**config.mk**
```make
export PLATFORM = sky130hd
export DESIGN_NAME = timer_multi_core
export DESIGN_NICKNAME = d
export VERILOG_FILES = /design/src/rtl/timer_multi_core.sv
export SDC_FILE = /design/constraint.sdc
export NUM_CORES = 1
export LEC_CHECK = 0
export BUFFER_PORTS_ARGS = -buffer_cell sky130_fd_sc_hd__buf_2
export CORE_AREA = 10 10 115 137
export CTS_BUF_LIST = sky130_fd_sc_hd__clkbuf_2
export DETAILED_ROUTE_END_ITERATION = 6
export DIE_AREA = 0 0 125 147
export HOLD_SLACK_MARGIN = 0.02
export PLACE_DENSITY = 0.93
export SYNTH_ARGS = -nofsm -noshare
export SYNTH_HDL_FRONTEND = slang
export SYNTH_SLANG_ARGS = --single-unit
```
**constraint.sdc**
```tcl
create_clock -name i_clk -period 8.1 [get_ports i_clk]
set_clock_uncertainty 0.15 [all_clocks]
set_input_delay 1.215 -clock i_clk [delete_from_list [all_inputs] [get_ports i_clk]]
set_output_delay 1.215 -clock i_clk [all_outputs]
set_load 0.02 [all_outputs]
```
**src/rtl/timer_multi_core.sv**
```systemverilog
// ---------------------------------------------------------------------------
// timer_multi_core
//   CH independent WIDTH-bit interval up-counters sharing one programmable
//   prescaler. Each channel runs one-shot or continuous, raises a one-clock
//   expiry pulse and a sticky interrupt flag that is cleared per channel.
//
// Ports
//   i_clk        system clock, all logic on the rising edge
//   i_rst        synchronous active-high reset
//   i_prescale   tick divider: one tick every i_prescale+1 clocks
//   i_en         per-channel enable (level); low forces the channel idle
//   i_cont       per-channel mode: 1 continuous, 0 one-shot
//   i_irq_clear  per-channel interrupt clear strobe; also restarts a
//                halted one-shot channel while enabled
//   i_period     per-channel period, channel k in [k*WIDTH +: WIDTH]
//   o_irq        sticky per-channel interrupt flags
//   o_irq_any    registered OR of o_irq (one clock behind)
//   o_expire     one-clock pulse per expiry
//   o_count      live counter values, channel k in [k*WIDTH +: WIDTH]
//   o_done       one-shot channel has expired and is halted
//
// Optional build macro TIMER_MULTI_CAPTURE_EN adds:
//   i_capture    per-channel capture strobe
//   o_capture    per-channel captured o_count, channel k in [k*WIDTH +: WIDTH]
// ---------------------------------------------------------------------------
module timer_multi_core #(
    parameter int WIDTH = 16,
    parameter int CH    = 4,
    parameter int PRE_W = 8
) (
    input  logic                  i_clk,
    input  logic                  i_rst,
    input  logic [PRE_W-1:0]      i_prescale,
    input  logic [CH-1:0]         i_en,
    input  logic [CH-1:0]         i_cont,
    input  logic [CH-1:0]         i_irq_clear,
    input  logic [CH*WIDTH-1:0]   i_period,
    output logic [CH-1:0]         o_irq,
    output logic                  o_irq_any,
    output logic [CH-1:0]         o_expire,
    output logic [CH*WIDTH-1:0]   o_count,
    output logic [CH-1:0]         o_done
`ifdef TIMER_MULTI_CAPTURE_EN
    ,
    input  logic [CH-1:0]         i_capture,
    output logic [CH*WIDTH-1:0]   o_capture
`endif
);

    typedef enum logic [1:0] {
        ST_IDLE = 2'd0,
        ST_RUN  = 2'd1,
        ST_DONE = 2'd2
    } state_t;

    // Shared prescaler: a new i_prescale is only picked up on reload,
    // so the tick currently in progress is never shortened or stretched.
    logic [PRE_W-1:0] r_pre;
    logic             w_tick;
    logic             r_irq_any;

    assign w_tick = (r_pre == '0);

    always_ff @(posedge i_clk) begin
        if (i_rst) begin
            r_pre <= i_prescale;
        end else if (w_tick) begin
            r_pre <= i_prescale;
        end else begin
            r_pre <= r_pre - 1'b1;
        end
    end

    always_ff @(posedge i_clk) begin
        if (i_rst) begin
            r_irq_any <= 1'b0;
        end else begin
            r_irq_any <= |o_irq;
        end
    end

    assign o_irq_any = r_irq_any;

    for (genvar k = 0; k < CH; k++) begin : g_ch
        state_t           r_state;
        state_t           w_state_nxt;
        logic [WIDTH-1:0] r_count;
        logic [WIDTH-1:0] w_count_nxt;
        logic [WIDTH-1:0] r_shadow;
        logic [WIDTH-1:0] w_shadow_nxt;
        logic             r_irq;
        logic             w_irq_nxt;
        logic             r_expire;
        logic             w_fire;
        logic [WIDTH-1:0] w_period;

        assign w_period = i_period[k*WIDTH +: WIDTH];

        always_ff @(posedge i_clk) begin
            if (i_rst) begin
                r_state  <= ST_IDLE;
                r_count  <= '0;
                r_shadow <= '0;
                r_irq    <= 1'b0;
                r_expire <= 1'b0;
            end else begin
                r_state  <= w_state_nxt;
                r_count  <= w_count_nxt;
                r_shadow <= w_shadow_nxt;
                r_irq    <= w_irq_nxt;
                r_expire <= w_fire;
            end
        end

        // The counter is compared against the shadow copy of the period,
        // never against i_period, so a period write mid-interval cannot
        // cut the running interval short; count never exceeds the shadow,
        // hence it cannot wrap without expiring.
        always_comb begin
            w_state_nxt  = r_state;
            w_count_nxt  = r_count;
            w_shadow_nxt = r_shadow;
            w_fire       = 1'b0;
            if (!i_en[k]) begin
                w_state_nxt = ST_IDLE;
                w_count_nxt = '0;
            end else begin
                case (r_state)
                    ST_IDLE: begin
                        w_state_nxt  = ST_RUN;
                        w_shadow_nxt = w_period;
                        w_count_nxt  = '0;
                    end
                    ST_RUN: begin
                        if (w_tick) begin
                            if (r_count == r_shadow) begin
                                w_fire      = 1'b1;
                                w_count_nxt = '0;
                                if (i_cont[k]) begin
                                    w_shadow_nxt = w_period;
                                end else begin
                                    w_state_nxt = ST_DONE;
                                end
                            end else begin
                                w_count_nxt = r_count + 1'b1;
                            end
                        end
                    end
                    ST_DONE: begin
                        w_count_nxt = '0;
                        if (i_irq_clear[k]) begin
                            w_state_nxt  = ST_RUN;
                            w_shadow_nxt = w_period;
                        end
                    end
                    default: begin
                        w_state_nxt = ST_IDLE;
                        w_count_nxt = '0;
                    end
                endcase
            end
            // An expiry on the same clock as a clear keeps the flag set.
            w_irq_nxt = w_fire | (r_irq & ~i_irq_clear[k]);
        end

        assign o_count[k*WIDTH +: WIDTH] = r_count;
        assign o_irq[k]                  = r_irq;
        assign o_expire[k]               = r_expire;
        assign o_done[k]                 = (r_state == ST_DONE);

`ifdef TIMER_MULTI_CAPTURE_EN
        logic [WIDTH-1:0] r_capture;

        // Samples the registered count, so a capture on the expiry edge
        // sees the pre-reset value (equal to the shadow).
        always_ff @(posedge i_clk) begin
            if (i_rst) begin
                r_capture <= '0;
            end else if (i_capture[k]) begin
                r_capture <= r_count;
            end
        end

        assign o_capture[k*WIDTH +: WIDTH] = r_capture;
`endif
    end

endmodule

```
=== Word level (Yosys, flattened, before mapping) ===
Index checks and enable logic that the tools add are counted.

* Register bits: 153
* Input port bits: 86
* Word-level logic and storage cells: 167

* Add/sub/neg operators: 5
* Equality and inequality tests: 32
* Multiplexer cells: 62
* Bitwise gates (word level): 20
* Reductions and logical operators: 26

{| class="wikitable"
|+ Operators with widths
! kind !! number
|-
| $mux 16 || 20
|-
| $pmux 16 s3 || 4
|-
| $add 16x1->16 const B || 4
|-
| $eq 16x16->1 || 4
|-
| $ne 2x2->1 const B || 20
|-
| $mux 2 || 16
|-
| $pmux 2 s3 || 4
|-
| $reduce_and 6->1 || 4
|-
| $mux 1 || 16
|-
| $mux 8 || 2
|-
| $reduce_and 4->1 || 4
|-
| $not 1->1 || 12
|-
| $reduce_bool 3->1 || 4
|-
| $reduce_or 3->1 || 4
|-
| $eq 2x1->1 const B || 4
|-
| $eq 2x2->1 const B || 4
|-
| $logic_not 2->1 || 4
|-
| $logic_not 8->1 || 1
|-
| $reduce_or 2->1 || 4
|-
| $sub 8x1->8 const B || 1
|-
| $and 1x1->1 || 4
|-
| $or 1x1->1 || 4
|-
| $reduce_or 4->1 || 1
|}

=== Longest topological paths before layout ===
* Word-level depth: 6
* Depth in mapped cells: 8
* Depth with buffers taken out: 7

=== Worst setup path before layout ===
Ideal clock, no wire load.

* Kind: input to register
* Start: input i_irq_clear[3]
* End: register g_ch[3].r_shadow[10]
* Setup time: 0.072 ns
* Arrival time: 2.423 ns
* Required time: 7.878 ns
* Path slack: 5.456 ns
* Cell stages on the path: 6
* Path buffers: 1
* Path through: inv_1 > a21oi_1 > o21ai_0 > a211oi_4 > buf_4 > mux2i_1

* Word-level cells in the longest chain between the ends: 2

{| class="wikitable"
|+ Ends and longest elaborated chain
! what !! RTL line !! RTL
|-
| from (decl) || 36 || <nowiki>input logic [CH-1:0] i_irq_clear,</nowiki>
|-
| $ne 2x2->1 (no line) || -- ||
|-
| $reduce_and 6->1 (no line) || -- ||
|-
| to (signal assigned) || 109 || <nowiki>r_shadow <= w_shadow_nxt;</nowiki>
|-
| to (decl) || 89 || <nowiki>logic [WIDTH-1:0] r_shadow;</nowiki>
|}

Every way passes these cells.
A chain may end at the register's enable or synchronous reset.

=== Worst setup path after layout ===
* Start: register r_pre[0]
* End: register g_ch[1].r_shadow[11]

* Word-level cells in the longest chain between the ends: 3

{| class="wikitable"
|+ Ends and longest elaborated chain
! what !! RTL line !! RTL
|-
| from (decl) || 58 || <nowiki>logic [PRE_W-1:0] r_pre;</nowiki>
|-
| from (signal assigned) || 66 || <nowiki>r_pre <= i_prescale;</nowiki>
|-
| from (signal assigned) || 68 || <nowiki>r_pre <= i_prescale;</nowiki>
|-
| from (signal assigned) || 70 || <nowiki>r_pre <= r_pre - 1'b1;</nowiki>
|-
| $logic_not 8->1 || 62 || <nowiki>assign w_tick = (r_pre == '0);</nowiki>
|-
| $ne 2x2->1 (no line) || -- ||
|-
| $reduce_and 6->1 (no line) || -- ||
|-
| to (signal assigned) || 109 ||
|-
| to (decl) || 89 ||
|}

Every way passes these cells.

==> impl_metrics.ini <==
[power]
internal_power_mw = 1.03
p_per_area_mw_per_mm2 = 161
seq_power_share = 0.575
p_clk_frac = 0.305
p_leak_nw = 3.80
combPwrFrac = 0.120
power_switching_share = 0.266
ir_worst_vdd_mv = 0.110
netSwitchingPower_mw = 0.374

[global_route]
grt_util_all_layers = 0.203
antenna_found_initial = 1
grt_pass1_vias = 6319
grt_start_max_net_pins = 104
overflow = 0
grt_pass1_wl_um = 31000

[synth]
ys_top_cells_by_area = dfxtp_1 (40%), nand2b_1 (11%), xor2_1 (9.9%), mux2i_1 (8.4%), xnor2_1 (4.9%)
avgSynthCellArea_sq_um = 9.12
yosysWarningCount = 0
synth_cell_types = 43
synth_edf_count = 0
netlist_area_sq_mm = 0.00764
ys_seq_area_frac = 0.401
async_reset_ff_frac = 0
synthFlopType = dfxtp_1
ys_ff_latch = 153
ys_top_cells_by_count = dfxtp_1 (153), nand2b_1 (138), nor2_1 (98)
synth.most_common_cell = dfxtp_1
synth_top_area_frac = 0.401
syn-num-nets = 929
syn_inst = 838
synth.largest_area_cell = dfxtp_1

[route]
dr.pass1.iters = 6
wl_per_cell_um = 16.2
drtAntennaViolNets = 0
drc_errors = 0
avgViaCountPerCell = 5.33
vias = 6220
wl_um = 18900
drtIter0Drc = 396

[place]
place.gp.congestion = 0.874
dp_cells = 1136
port_buffers = 162
dp_hpwl_um = 14200
postPlaceCellArea_sq_mm = 0.00850

[worst_setup_path]
crit_type = register to register
required_ns = 8.62
max_stage_delay_ns = 1.08
cp.arrival_ns = 4.00
critical_path_buf_inv_count = 1
start_kind = register
cp_cell_sequence = inv_1, ha_1, or4b_4, nor2_8, nand3_4, a311oi_4, mux2i_1
crit_family = simple AND/OR/NAND/NOR gates
cp_max_fo = 28
cp_slowest_cell = a311oi_4
r2r_slack_ns = 4.62
crit_path_end_kind = register

[clock_network]
cts_buffers = 17
clk_pin_slew_ns = 0.21
cts_tree = built
cts-resized-gates = 0
cts_max_level = 4
clockBufferDepth = 2
post_cts_buffers = 0
clock-sinks = 153
clk_latency_ns = 0.76
cts_root_buf = clkbuf_2
hold_buffers = 0

[run_status]
status = finished clean

[floorplanning]
die_area_sq_mm = 0.0184
io_pins = 163
die_h_um = 147
core-area_sq_mm = 0.0131
die_x_um = 125
rows = 46
start_util = 0.582

[timing]
period_needed_ns = 3.48
tightest_slew_ns = 1.21
setup-tns-final_ns = 0
setup_viol = 0
max_freq_ghz = 0.287
relSlewSlack = 0.196
hold_viol = 0
grt_setup_unrepaired = no
drv_slew = 0
finalCritPeriodShare = 0.430

[final_layout]
area_growth_pct = 14.2
fin_cells = 1167
drive_above_1_share = 0.207
nets = 1078
fin_area_sq_mm = 0.00872

[job]
drv_cap = 0

[worst_hold_path]
hold_path_class = register to register
-- power by group through the flow --
stage / Sequential, mW / Clock [mW] / Combinational [mW]
after floorplan: 0.816 / 0 / 0.123
after global placement: 0.822 / 0 / 0.162
after detailed placement: 0.823 / 0 / 0.168
after CTS: 0.808 / 0.432 / 0.169
after global routing: 0.812 / 0.467 / 0.186
final: 0.808 / 0.428 / 0.168
-- per-stage QoR --
step	setup slack, ns	total power [mW]	hold WS (ns)	utilization
floorplan	5.46	0.939	0.293	-
detailed placement	4.44	0.991	0.321	0.647
global route	4.44	1.47	0.339	0.665
finish	4.62	1.40	0.325	0.665
global placement	4.49	0.984	0.305	0.647
CTS	4.67	1.41	0.337	0.665
-- cell usage in the layout, fill, tap and decap left out, types with 4 or more instances in the layout --
master / instances
xor2_1: 86
xnor2_1: 43
dfxtp_1: 153
or4_1: 4
nor2b_1: 7
nand2b_1: 138
clkbuf_2: 19
buf_2: 162
and4_1: 6
nand2_1: 35
ha_1: 5
or3_1: 4
a221oi_1: 4
nor4_1: 22
inv_1: 19
mux2i_1: 64
and3_1: 7
nor3_1: 18
nor2_1: 98
nand4_1: 17
nand3_1: 23
o21ai_0: 6
a21oi_1: 17
-- worst register-to-register path, stage by stage, from the launching register on --
cell	delay, ns
dfxtp_1	0.36
inv_1	0.09
ha_1	0.25
or4b_4	0.56
nor2_8	0.41
nand3_4	0.20
a311oi_4	1.08
mux2i_1	0.34
-- sequential cells by signal, indices dropped and copies added, names as in the netlist --
name and flops:
g_ch.r_irq 4, g_ch.r_count 64, r_pre 8, g_ch.r_state 8, g_ch.r_shadow 64, o_irq_any 1
g_ch.r_expire 4
-- metal layers --
layer	part of all wire	global-route usage	up-vias
li1	-	-	3099
met1	0.42	0.235	2895
met2	0.50	0.348	191
met3	0.059	0.0518	35
met4	0.022	0.0859	0
met5	0	0	-
-- logic make-up (layout without fill, tap and decap cells) --
kind of cell | after synthesis | in the layout | share of synthesized area
xor+xnor | 129 | 129 | 0.148
other cells | 0 | 1 | 0
mux | 65 | 65 | 0.0853
fa+ha+maj | 5 | 5 | 0.00819
buf+inv | 53 | 213 | 0.0334
compound gates | 42 | 42 | 0.0424
simple gates | 391 | 391 | 0.282
flops | 153 | 153 | 0.401
-- final cells by class --
| class | count | area [sq um] |
|---|---|---|
| Inverter | 19 | 71.3 |
| Antenna cell | 1 | 2.50 |
| Timing Repair Buffer | 164 | 826 |
| Clock inverter | 11 | 131 |
| Tap cell | 168 | 210 |
| Fill cell | 1049 | 4400 |
| Clock buffer | 19 | 95.1 |
| Sequential cell | 153 | 3060 |
| Multi-Input combinational cell | 632 | 4330 |
-- final timing paths --
check                           depth (start not counted)                             from                           endpoint
worst max-delay path                                    7                 r_pre[0]$_DFF_P_  g_ch[1].r_shadow[11]$_SDFFE_PP0P_
worst min-delay path                                    1  g_ch[2].r_state[1]$_SDFFE_PP0P_    g_ch[2].r_state[0]$_SDFFE_PP0P_
worst max register to register                          7                 r_pre[0]$_DFF_P_  g_ch[1].r_shadow[11]$_SDFFE_PP0P_
worst min register to register                          1  g_ch[2].r_state[1]$_SDFFE_PP0P_    g_ch[2].r_state[0]$_SDFFE_PP0P_
Note: power is estimated with default switching activity, not from simulation.
